File: src/rtl/piso_shift_register.sv
// piso_shift_register: parallel-in serial-out shifter with valid/ready load, stallable shift, DONE pulse
// Ports: CLK/RST (async, active-high) clock and reset; DIN/LOAD_VALID/LOAD_READY word load handshake;
//        ENABLE shift enable; Q/Q_Prime registered serial bit and its complement;
//        BUSY high while shifting; DONE one-cycle pulse after the final bit period.
module piso_shift_register #(
    parameter int WIDTH     = 8,
    parameter bit MSB_FIRST = 1'b1
) (
    input  logic             CLK,
    input  logic             RST,
    input  logic [WIDTH-1:0] DIN,
    input  logic             LOAD_VALID,
    output logic             LOAD_READY,
    input  logic             ENABLE,
    output logic             Q,
    output logic             Q_Prime,
    output logic             BUSY,
    output logic             DONE
);
    localparam int CW = $clog2(WIDTH);
    typedef enum logic {IDLE, SHIFT} state_t;
    state_t           state_q, state_d;
    logic [WIDTH-1:0] sreg_q, sreg_d, sreg_adv;
    logic [CW-1:0]    cnt_q, cnt_d;
    logic             q_q, q_d, qp_q, done_q, done_d;
    logic             last;
    // The bit on Q is always the head of the shift register, so advancing
    // means shifting toward the head end and presenting the new head.
    function automatic logic head(input logic [WIDTH-1:0] x);
        return MSB_FIRST ? x[WIDTH-1] : x[0];
    endfunction
    assign sreg_adv = MSB_FIRST ? sreg_q << 1 : sreg_q >> 1;
    assign last     = cnt_q == CW'(WIDTH - 1);
    always_ff @(posedge CLK or posedge RST) begin
        if (RST) begin
            state_q <= IDLE;
            sreg_q  <= '0;
            cnt_q   <= '0;
            q_q     <= 1'b0;
            qp_q    <= 1'b1;
            done_q  <= 1'b0;
        end else begin
            state_q <= state_d;
            sreg_q  <= sreg_d;
            cnt_q   <= cnt_d;
            q_q     <= q_d;
            qp_q    <= ~q_d;
            done_q  <= done_d;
        end
    end
    always_comb begin
        state_d = state_q;
        sreg_d  = sreg_q;
        cnt_d   = cnt_q;
        q_d     = q_q;
        done_d  = 1'b0;
        if (state_q == IDLE) begin
            q_d = 1'b0;
            if (LOAD_VALID) begin
                sreg_d  = DIN;
                cnt_d   = '0;
                q_d     = head(DIN);
                state_d = SHIFT;
            end
        end else if (ENABLE) begin
            if (last) begin
                q_d     = 1'b0;
                done_d  = 1'b1;
                state_d = IDLE;
            end else begin
                sreg_d = sreg_adv;
                cnt_d  = cnt_q + CW'(1);
                q_d    = head(sreg_adv);
            end
        end
    end
    always_comb begin
        LOAD_READY = state_q == IDLE;
        BUSY       = state_q == SHIFT;
        Q          = q_q;
        Q_Prime    = qp_q;
        DONE       = done_q;
    end
endmodule

File: config.mk
export PLATFORM = sky130hd
export DESIGN_NAME = piso_shift_register
export DESIGN_NICKNAME = d
export VERILOG_FILES = /design/src/rtl/piso_shift_register.sv
export SDC_FILE = /design/constraint.sdc
export NUM_CORES = 1
export LEC_CHECK = 0
export BUFFER_PORTS_ARGS = -buffer_cell sky130_fd_sc_hd__clkbuf_2
export CORE_ASPECT_RATIO = 1.2
export CORE_MARGIN = 5
export CORE_UTILIZATION = 30
export DETAILED_ROUTE_END_ITERATION = 8
export REMOVE_ABC_BUFFERS = 1
export SYNTH_ARGS = -nofsm -noshare
export SYNTH_HDL_FRONTEND = slang
export SYNTH_SLANG_ARGS = --single-unit
File: constraint.sdc
create_clock -name CLK -period 1.82 [get_ports CLK]
set_input_delay 0.546 -clock CLK [delete_from_list [all_inputs] [get_ports CLK]]
set_output_delay 0.546 -clock CLK [all_outputs]
set_load 0.02 [all_outputs]
; ---- Yosys cells after proc, flatten, opt, wreduce, memory -nomap -nowiden
; Cells that the tools add are included.
[word_totals]
ff_bits = 14
output_inout_bits = 5
word_cells = 33
in_bits = 12
[op_classes]
n_addsub = 1
reduce_logical = 2
eq_ne = 3
mux = 19
bitwise_logic = 2
[ops]
columns = operator, count
row1 = two-way mux 7 bit, 4
row2 = two-way mux 3 bit, 4
row3 = two-way mux 1 bit, 11
row4 = inequality test 2 bit (second input constant), 2
row5 = adder 3 x 1 -> 3 bit (second input constant), 1
row6 = equality test 3 bit (second input constant), 1
row7 = AND reduction 3 bit, 1
row8 = inverter 1 bit, 2
row9 = nonzero test 2 bit, 1

; ---- Logic depth before layout (Yosys ltp)
[logic_depth]
word_depth = 5
mapped_depth = 6
ltp_nobuf = 5

; ---- Worst setup path before layout
; Ideal clock, no wire load.
[synth_timing]
path_type = register to register
startpoint = register cnt_q[0]
endpoint = register sreg_q[0]
setup_ns = 0.116
setup_slack_ns = 0.487
n_path_buf = 1
arrival_time_ns = 1.216
period_less_slack_ns = 1.333
path_stages_with_launch = 7
required_ns = 1.704
cell_sequence = dfrtp_1 ha_1 ha_1 nand3b_4 buf_6 nand3_1 nand2_1
[synth_via]
elab_chain_cells = 3
[synth_lines]
columns = item, line
row1 = "start, declared", 24  ; logic [CW-1:0] cnt_q, cnt_d;
row2 = "start signal, assigned", 45  ; cnt_q <= cnt_d;
row3 = equality test 3 bit, 33  ; assign last = cnt_q == CW'(WIDTH - 1);
row4 = inequality test 2 bit (no line), n/a
row5 = AND reduction 3 bit (no line), n/a
row6 = "end signal, assigned", 44  ; sreg_q <= sreg_d;
row7 = "end, declared", 23  ; logic [WIDTH-1:0] sreg_q, sreg_d, sreg_adv;
; No other way between the ends.
; A chain may end at the register's enable or synchronous reset.

; ---- Final worst setup path
[layout_timing]
startpoint = register state_q (netlist: BUSY)
endpoint = output BUSY
[layout_rtl]
columns = item, line
row1 = "start, declared", 22  ; state_t state_q, state_d;
row2 = "start signal, assigned", 43  ; state_q <= state_d;
row3 = "end, declared", 17  ; output logic BUSY,
; No word-level cell between the ends.

==> flow_metrics.env <==
export IMPL_cts_buffers=3
export IMPL_first_pass_iters=4
export IMPL_finalPower_mw=1.09
export IMPL_slowest_stage="dfrtp_1"
export IMPL_row_count=18
export IMPL_power_density_nw_per_um2=1420
export IMPL_grt_use_met3_pct=1.45
export IMPL_cts_root_buf="clkbuf_4"
export IMPL_syn_area_um2=651
export IMPL_synth_distinct_cells=19
export IMPL_hold_path_class="input pin to asynchronous set/reset pin"
export IMPL_dr_total_vias=486
export IMPL_worst_slew_pin_transition_ns=0.544
export IMPL_cap_violations=0
export IMPL_met2_usage_pct=12.6
export IMPL_synth_seq_cells=14
export IMPL_antenna_found_initial=0
export IMPL_slew_headroom_pct=63.7
export IMPL_postRouteAntennaNets=0
export IMPL_clk_pin_slew_worst_paths_ns=0.09
export IMPL_max_stage_delay_ns=0.53
export IMPL_crit_family="flip-flops"
export IMPL_dp_hpwl_um=893
export IMPL_criticalPathCategory="flip-flop to output pin"
export IMPL_clkPwrFrac_pct=20.3
export IMPL_routedWlPerCell_um=11.0
export IMPL_clkLatencyLatePin_ns=0.28
export IMPL_drc=0
export IMPL_die_h_um=61.0
export IMPL_p_comb_share_pct=32.6
export IMPL_vias_per_cell=4.46
export IMPL_ctsHoldBuffers=0
export IMPL_cp_arrival_ns=1.04
export IMPL_rsz0062_at_grt="no"
export IMPL_wirelength_um=1200
export IMPL_antenna_cells=0
export IMPL_syn_to_final_growth_pct=18.5
export IMPL_grt_overflow=0
export IMPL_use_met1_pct=11.1
export IMPL_cp_num_buf_inv=1
export IMPL_core_area_um2=2070
export IMPL_synth_top_area_share_pct=50.0
export IMPL_setup_viol=0
export IMPL_grt_total_usage_pct=8.70
export IMPL_place_congestion=0.687
export IMPL_layout_min_cycle_time_ns=1.59
export IMPL_busiest_layer="met2"
export IMPL_synth_area_leaders="dfrtp_1 (50%), o22ai_1 (5.8%), a21oi_1 (5.4%)"
export IMPL_portBuffers=16
export IMPL_syn_avg_cell_area_um2=10.5
export IMPL_r2r_setup_slack_ns=0.38
export IMPL_cts_repair_resized=0
export IMPL_max_freq_mhz=630
export IMPL_synth_yosys_warnings=0
export IMPL_cts_buffer_depth=2
export IMPL_post_route_util_pct=37.2
export IMPL_synth_seq_area_share_pct=54.0
export IMPL_p_sw_uw=369
export IMPL_setup_ws_ns=0.233
export IMPL_synth_top_area_cell="dfrtp_1"
export IMPL_drv_slew=0
export IMPL_fin_setup_tns_ns=0
export IMPL_grt_max_degree=20
export IMPL_min_period_over_period_pct=87.2
export IMPL_cp_start_kind="flip-flop"
export IMPL_vdd_ir_drop_worst_v=0.000497
export IMPL_status="completed"
export IMPL_hold_violations=0
export IMPL_seqPwrFrac_pct=47.1
export IMPL_cp_max_fo=9
export IMPL_crit_path_end_kind="output pin"
export IMPL_cp_required_ns=1.27
export IMPL_chipWidth_um=52.5
export IMPL_intPower_uw=724
export IMPL_drtIter0Drc=21
export IMPL_postCtsSetupRepairBufs=0
export IMPL_io_pins=17
export IMPL_dieArea_um2=3200
export IMPL_grt_pass1_vias=456
export IMPL_start_util_pct=31.4
export IMPL_netlist_instances=62
export IMPL_cts_sinks=14
export IMPL_crit_chain="clkbuf_2"
export IMPL_htreeDepth=1
export IMPL_swShare_pct=33.8
export IMPL_place_ws_ns=0.367
export IMPL_fin_skew_ns=0.00473
export IMPL_power_leakage_nw=0.388
export IMPL_nets=94
export IMPL_cts_tree="yes"
export IMPL_grt_pass1_wl_um=2000
export IMPL_layout_drive_gt1_share_pct=31.6
per-stage QoR:
stage / area, um^2 / instances / hold slack, ns
5_1_grt: 771 / 109 / 0.323
3_5_place_dp: 734 / 105 / 0.487
2_1_floorplan: 609 / 58 / 0.435
3_3_place_gp: 734 / 105 / 0.471
4_1_cts: 771 / 109 / 0.281
6_report: 771 / 109 / 0.274
registers in the layout, indices dropped and copies added (netlist names), named ones only:
| name | count |
|---|---|
| BUSY | 1 |
| DONE | 1 |
| Q_Prime | 1 |
| cnt_q | 3 |
| sreg_q | 7 |
area by class of cell:
cell class / count / area (um^2)
fill: 220 / 1300
sequential: 14 / 352
multi-input combinational: 39 / 239
timing repair buffer: 17 / 87.6
tap: 30 / 37.5
clock buffer: 4 / 36.3
inverter: 5 / 18.8
worst paths after layout:
kind                               start         to  cells past startpoint
worst max-delay path                BUSY       BUSY                      1
worst min-delay path                 RST  sreg_q[0]                      2
worst max register to register  cnt_q[0]  sreg_q[2]                      5
worst min register to register  cnt_q[0]   cnt_q[0]                      1
max in group asynchronous            RST    Q_Prime                      2
min in group CLK                  DIN[0]  sreg_q[0]                      3
synth_stat cells (all sizes together):
cell type / count
ha: 2
nand3b: 2
a21oi: 7
and3: 1
nand2b: 2
nor2b: 1
o21ai: 3
nor2: 8
inv: 5
o22ai: 6
buf: 4
nand3: 4
dfrtp: 13
nand2: 2
a31o: 1
dfstp: 1
routing by layer:
layer	wire, um	vias to the layer above
met5	0	-
met1	548	218
met4	34	0
met2	530	16
li1	-	248
met3	85	4
kinds of logic (layout without fill, tap and decap cells):
family | count (synthesis) | in the layout | synth area share (%)
simple gates | 20 | 20 | 18.1
compound gates | 17 | 17 | 14.8
flops | 14 | 14 | 54.0
buf+inv | 9 | 26 | 9.23
fa+ha+maj | 2 | 2 | 3.85
power by group through the flow:
| stage | clock (mW) | combinational (mW) | sequential [mW] |
|---|---|---|---|
| final | 0.222 | 0.356 | 0.515 |
| after detailed placement | 0 | 0.363 | 0.524 |
| after global placement | 0 | 0.347 | 0.517 |
| after global routing | 0.245 | 0.415 | 0.536 |
| after floorplan | 0 | 0.234 | 0.544 |
| after CTS | 0.232 | 0.365 | 0.518 |
cell usage in the layout, fill, tap and decap left out:
cell type / n
dfrtp_1: 13
buf_4: 1
ha_1: 2
inv_1: 5
o22ai_1: 6
and3_1: 1
o21ai_1: 3
a21oi_1: 7
nand2b_4: 1
nor2b_1: 1
clkbuf_2: 16
nand3b_4: 1
nand3b_1: 1
nand3_1: 4
dfstp_2: 1
a31o_2: 1
clkbuf_8: 1
nor2_1: 8
nand2_1: 2
nand2b_1: 1
clkbuf_4: 3
No activity file was read; power rests on OpenSTA's default activity.
